--- src/rtl/packer_pkg.sv ---
// Shared types and helpers for the serial word packer and its unpack counterpart.
package packer_pkg;

    typedef enum logic {
        FILL = 1'b0,
        PEND = 1'b1
    } packer_state_t;

    // Ceiling log2, usable in parameter expressions.
    function automatic int clog2_w(input int n);
        int r;
        r = 0;
        while ((1 << r) < n) r++;
        return r;
    endfunction

endpackage

--- src/rtl/word_out_reg.sv ---
// Single-entry holding register with valid/ready; a load and a drain may happen
// in the same cycle, in which case the new word replaces the drained one.
module word_out_reg #(
    parameter int W = 12
) (
    input  logic         CK,
    input  logic         RST,
    input  logic         load,
    input  logic [W-1:0] load_data,
    input  logic         drain,
    output logic [W-1:0] data,
    output logic         valid
);

    // NOTE: sequential state uses non-blocking assignments so every register
    // samples pre-edge values regardless of block evaluation order.
    always_ff @(posedge CK or posedge RST) begin
        if (RST) begin
            data  <= '0;
            valid <= 1'b0;
        end else if (load) begin
            data  <= load_data;
            valid <= 1'b1;
        end else if (valid && drain) begin
            valid <= 1'b0;
        end
    end

endmodule

--- src/rtl/serial_word_packer.sv ---
// Collects an LSB-first serial bit stream into WIDTH-bit words; in_last flushes
// a partial word with its unfilled upper bits cleared.
module serial_word_packer
    import packer_pkg::*;
#(
    parameter  int WIDTH = 8,
    localparam int CW    = clog2_w(WIDTH + 1)
) (
    input  logic             CK,
    input  logic             RST,
    input  logic             in_bit,
    input  logic             in_valid,
    input  logic             in_last,
    output logic             in_ready,
    output logic [WIDTH-1:0] out_data,
    output logic [CW-1:0]    out_count,
    output logic             out_valid,
    input  logic             out_ready
);

    packer_state_t    state;
    logic [WIDTH-1:0] acc;
    logic [CW-1:0]    cnt;

    logic             accept;
    logic             complete;
    logic             out_free;
    logic [WIDTH-1:0] word_next;
    logic             load;
    logic [WIDTH-1:0] load_data;
    logic [CW-1:0]    load_count;
    logic [CW+WIDTH-1:0] out_word;

    assign in_ready  = (state == FILL);
    assign accept    = in_valid & in_ready;
    assign complete  = accept & (in_last | (cnt == CW'(WIDTH - 1)));
    // Bits above cnt are always zero in acc, so OR-ing in the new bit is enough.
    assign word_next = acc | (WIDTH'(in_bit) << cnt);
    assign out_free  = ~out_valid | out_ready;

    // NOTE: every combinational output gets a default first so no latch is inferred.
    always_comb begin
        load       = 1'b0;
        load_data  = word_next;
        load_count = cnt + CW'(1);
        if (state == FILL) begin
            load = complete & out_free;
        end else begin
            load       = out_valid & out_ready;
            load_data  = acc;
            load_count = cnt;
        end
    end

    always_ff @(posedge CK or posedge RST) begin
        if (RST) begin
            state <= FILL;
            acc   <= '0;
            cnt   <= '0;
        end else if (state == FILL) begin
            if (complete) begin
                if (out_free) begin
                    acc <= '0;
                    cnt <= '0;
                end else begin
                    // Park the finished word; cnt now holds its bit count.
                    acc   <= word_next;
                    cnt   <= cnt + CW'(1);
                    state <= PEND;
                end
            end else if (accept) begin
                acc <= word_next;
                cnt <= cnt + CW'(1);
            end
        end else if (out_valid && out_ready) begin
            acc   <= '0;
            cnt   <= '0;
            state <= FILL;
        end
    end

    word_out_reg #(
        .W(CW + WIDTH)
    ) u_out_reg (
        .CK       (CK),
        .RST      (RST),
        .load     (load),
        .load_data({load_count, load_data}),
        .drain    (out_ready),
        .data     (out_word),
        .valid    (out_valid)
    );

    assign out_count = out_word[CW+WIDTH-1:WIDTH];
    assign out_data  = out_word[WIDTH-1:0];

endmodule

--- config.mk ---
export PLATFORM = sky130hd
export DESIGN_NAME = serial_word_packer
export DESIGN_NICKNAME = d
export VERILOG_FILES = /design/src/rtl/packer_pkg.sv /design/src/rtl/word_out_reg.sv /design/src/rtl/serial_word_packer.sv
export SDC_FILE = /design/constraint.sdc
export NUM_CORES = 1
export LEC_CHECK = 0
export ABC_AREA = 1
export CAP_MARGIN = 0
export CORE_MARGIN = 2
export CORE_UTILIZATION = 51
export CTS_CLUSTER_SIZE = 24
export DETAILED_ROUTE_END_ITERATION = 10
export DONT_BUFFER_PORTS = 1
export GPL_TIMING_DRIVEN = 0
export HOLD_SLACK_MARGIN = 0.06
export PLACE_DENSITY_LB_ADDON = 0.15
export SLEW_MARGIN = 20
export SYNTH_ARGS = -nofsm -noshare
export SYNTH_HDL_FRONTEND = slang
export SYNTH_SLANG_ARGS = --single-unit
export TNS_END_PERCENT = 20
--- constraint.sdc ---
create_clock -name CK -period 2.5 [get_ports CK]
set_clock_uncertainty 0.1 [all_clocks]
set_input_delay 0.375 -clock CK [delete_from_list [all_inputs] [get_ports CK]]
set_output_delay 0.375 -clock CK [all_outputs]
set_load 0.05 [all_outputs]
Word level (Yosys, flattened, before mapping)
Cells that the tools add are included.
{"block": "word_totals", "regBits": 26, "inputBits": 6, "out_inout_bits": 14}
{"block": "classes", "addsub": 1, "eq_ne": 2, "n_shift": 1, "n_mux": 19, "n_bitwise": 9, "reduce_logical": 4}
{"op": "$mux 8", "n": 6}
{"op": "$mux 4", "n": 6}
{"op": "$or 8x8->8", "n": 1}
{"op": "$shl 1x4->8", "n": 1}
{"op": "$mux 1", "n": 7}
{"op": "$add 4x1->4 const B", "n": 1}
{"op": "$and 1x1->1", "n": 4}
{"op": "$eq 4x3->1 const B", "n": 1}
{"op": "$reduce_bool 3->1", "n": 1}
{"op": "$ne 2x1->1 const B", "n": 1}
{"op": "$not 1->1", "n": 2}
{"op": "$or 1x1->1", "n": 2}
{"op": "$reduce_and 2->1", "n": 1}
{"op": "$reduce_bool 2->1", "n": 1}
{"op": "$logic_and 1x1->1", "n": 1}

Depth between registers and ports, before layout
{"block": "depth", "word_depth": 6, "depth_mapped": 8, "ltp_nobuf": 8}

Hierarchy
A second synthesis with hierarchy kept.
{"block": "unflattened", "hier_cells": 174, "hier_area_um2": 1351.3}
{"mod": "serial_word_packer", "instances": 1, "cells_each": 118, "area_each_um2": 853.3, "seq_area_each_um2": 325.3}
{"mod": "word_out_reg", "instances": 1, "cells_each": 56, "area_each_um2": 498.0, "seq_area_each_um2": 325.3}

Worst setup path before layout
No wires, ideal clock.
{"block": "synth_path", "path_kind": "reg-to-reg", "start": "register u_out_reg.valid", "end": "register u_out_reg.data[0]", "arrival_time_ps": 1274, "required_time_ps": 2282, "setup_slack_ps": 1008, "path_stages_with_launch": 7, "n_path_buf": 1, "cell_sequence": "dfrtp_1 nand2_1 inv_1 nand2_1 buf_2 nand3_1 nand2_1"}
{"block": "synth_via", "elab_chain_len": 4}
{"item": "start: declaration", "line": "word_out_reg.sv:12", "source": "output logic valid"}
{"item": "start signal: assignment", "line": "word_out_reg.sv:20", "source": "valid <= 1'b0;"}
{"item": "start signal: assignment", "line": "word_out_reg.sv:23", "source": "valid <= 1'b1;"}
{"item": "start signal: assignment", "line": "word_out_reg.sv:25", "source": "valid <= 1'b0;"}
{"item": "$not 1->1", "line": "serial_word_packer.sv:39", "source": "assign out_free = ~out_valid | out_ready;"}
{"item": "$or 1x1->1", "line": "serial_word_packer.sv:39"}
{"item": "$and 1x1->1", "line": "serial_word_packer.sv:47", "source": "load = complete & out_free;"}
{"item": "$mux 1 *", "line": "serial_word_packer.sv:46", "source": "if (state == FILL) begin"}
{"item": "end signal: assignment", "line": "word_out_reg.sv:22", "source": "data <= load_data;"}
{"item": "end: declaration", "line": "word_out_reg.sv:11", "source": "output logic [W-1:0] data,"}
Mark *: on every way between the ends. The rest lies on a longest branch, timed or not.
A chain may end at the register's enable or synchronous reset.

Worst setup path after layout
{"block": "layout_path", "start": "register state", "end": "output port in_ready"}
{"block": "layout_via", "elab_chain_len": 1}
{"item": "start: declaration", "line": "serial_word_packer.sv:21", "source": "packer_state_t state;"}
{"item": "start signal: assignment", "line": "serial_word_packer.sv:57", "source": "state <= FILL;"}
{"item": "start signal: assignment", "line": "serial_word_packer.sv:69", "source": "state <= PEND;"}
{"item": "start signal: assignment", "line": "serial_word_packer.sv:78", "source": "state <= FILL;"}
{"item": "$not 1->1"}
{"item": "end: declaration", "line": "serial_word_packer.sv:14", "source": "output logic in_ready,"}
No other way between the ends.

==> out/metrics.yaml <==
outcome:
  status: "finished clean"
sta:
  layout_min_cycle_time_ps: 1790
  finalCritPeriodShare: 0.716
  setup_slack_ps: 710
  setup_viol: 0
  rsz0062_at_grt: "no"
  slew_headroom: 0.381
  max_freq_ghz: 0.559
  tns_ps: 0
  slew_viol_final: 0
  hold_violations: 0
  worstMarginPinSlew_ps: 923
global_route:
  grt_pass1_wl_um: 4710
  antenna_found_initial: 0
  grt_pass1_vias: 1062
  grt_max_degree: 27
  grtUsageTotal: 0.190
  overflow: 0
critical_path:
  worstPathMaxFanout: 10
  cp_slowest_cell: "dfrtp_1"
  criticalPathCategory: "flip-flop to output pin"
  crit_path_start_kind: "flip-flop"
  end_kind: "output pin"
  arrival_ps: 1320
  cp_cell_sequence: "inv_1 -> buf_2"
  required_ps: 2030
  critPathMaxStageDelay_ps: 490
final_layout:
  nFillCells: 234
  drive_above_1_share: 0.114
  insertedDiodeCount: 0
  nets: 192
  area_growth_pct: 7.29
synth:
  synth-main-ff-cell: "dfrtp_1"
  seq_area_frac_synth: 0.474
  ys_ff_latch: 26
  synth_common_cells: "nand2_1, dfrtp_1, nand3_1"
  yosys_warnings: 0
  synth_area_leaders: "dfrtp_1, nand2_1, nand3_1, o21ai_0, inv_1"
  synth_most_common_cell: "nand2_1"
  synth-edff-count: 0
  synth_area_mm2: 0.00137
  syn_inst: 179
  yosysTopAreaCell: "dfrtp_1"
  synth_top_cell_area_share: 0.474
  syn_nets: 186
  syn_avg_cell_area_um2: 7.67
  async_flop_share: 1.00
  synthDistinctLibCells: 24
clock_network:
  clock-sinks: 26
  cts.reportedPaths.clkPinSlew_ps: 140
  numCtsBuffers: 3
  clk_path_buf_depth: 2
  cts_setup_buffers: 0
  clk-insertion-delay-late_ps: 320
  htree_levels: 1
  cts_tree: "yes"
  ctsRootBufferMaster: "clkbuf_4"
floorplanning:
  num_rows: 18
  initial_core_util: 0.545
  dieWidth_um: 55.9
  dieArea_mm2: 0.00312
  core_area_mm2: 0.00252
  die_h_um: 55.9
  io_pins: 20
route:
  vias_per_cell: 5.30
  via_count: 1135
  ant_nets: 0
  post_drt_wl_per_cell_um: 12.7
  first_pass_iters: 4
  routed_wl_um: 2720
  drc: 0
  drt-initial-drc-count: 64
placement:
  routabilityCongestion: 0.876
  place_hpwl_um: 2040
  port_buffers: 0
  dp_slack_ps: 848
job:
  cap_violations: 0
pwr:
  p_total_w: 0.00195
  leakagePower_nw: 0.780
  ir_worst_vdd_uv: 738
  power_density_mw_per_mm2: 1320
worst_hold_path:
  hold_class: "input pin to flip-flop"
repair_timing:
action | 4_1_cts | 5_1_grt
hold buffers | 0 | 1
gates resized for setup | 0 | 0
endpoints found under the hold margin | 0 | 26
endpoints found under the setup margin | 0 | 0
path summary, 6_finish.rpt:
check | startpoint | endpoint | slack [ps] | cells past startpoint
max in group asynchronous | RST | cnt[3] | 1410 | 2
worst min-delay path | out_ready | state | 190 | 3
worst max register to register | u_out_reg.valid | u_out_reg.data[5] | 840 | 6
worst max-delay path | state | in_ready | 710 | 2
worst min register to register | acc[4] | acc[4] | 400 | 2
min in group asynchronous | RST | u_out_reg.data[2] | 460 | 2
critical path, delay by kind of cell, from the launching register on:
family,cells,cell delay (ps)
flip-flops,1,490
buffers and inverters,2,490
sequential cells by signal, summed over array words and instances (netlist names):
name / count
acc: 8
state: 1
cnt: 4
u_out_reg.data: 12
u_out_reg.valid: 1
final cells by class:
cell class	instances	area (um2)	share of cell area
Buffer	9	62.6	0.0424
Clock buffer	3	22.5	0.0153
Clock inverter	1	30.0	0.0204
Inverter	19	71.3	0.0484
Multi-Input combinational cell	125	589	0.400
Sequential cell	26	651	0.441
Tap cell	30	37.5	0.0255
Timing Repair Buffer	1	10.0	0.00679
report_power, final:
group,switching (W),total [W],internal (W)
sequential,0.000370,0.000933,0.000563
combinational,0.000480,0.000727,0.000248
clock,0.000129,0.000291,0.000162
total,0.000978,0.00195,0.000973
cell families after synthesis:
logic type                 Yosys count  share of synthesized area
xor gates and xnor gates             1                    0.00638
DFF                                 26                      0.474
and+or+nand+nor                     97                      0.311
AOI/OAI and AO/OA                   26                      0.102
buffers and inverters               28                     0.0974
adders and majority gates            1                    0.00911
metal layers:
layer	vias up	wire length [um]	global-route usage
li1	577	-	-
met1	524	1280	0.261
met2	29	1260	0.298
met3	5	139	0.0395
met4	0	44	0.0714
met5	-	0	0
through the flow:
step           std cells  instance area [um2]   util  hold slack (ps)
5_1_grt              214                 1470  0.584              210
2_1_floorplan        179                 1370      -              315
4_1_cts              213                 1460  0.580             66.8
6_report             214                 1470  0.584              194
3_3_place_gp         209                 1410  0.560              367
3_5_place_dp         209                 1410  0.560              373
cell usage in the layout, fill, tap and decap left out, types with 2 or more instances in the layout:
cell type,n
clkbuf_4,3
a21oi_1,5
nand3_1,20
dfrtp_1,26
o21ai_0,16
inv_1,17
buf_2,5
nand2_2,2
nand2_1,62
nor2_1,8
buf_4,2
buf_6,2
Power figures use the tool's default switching activity.
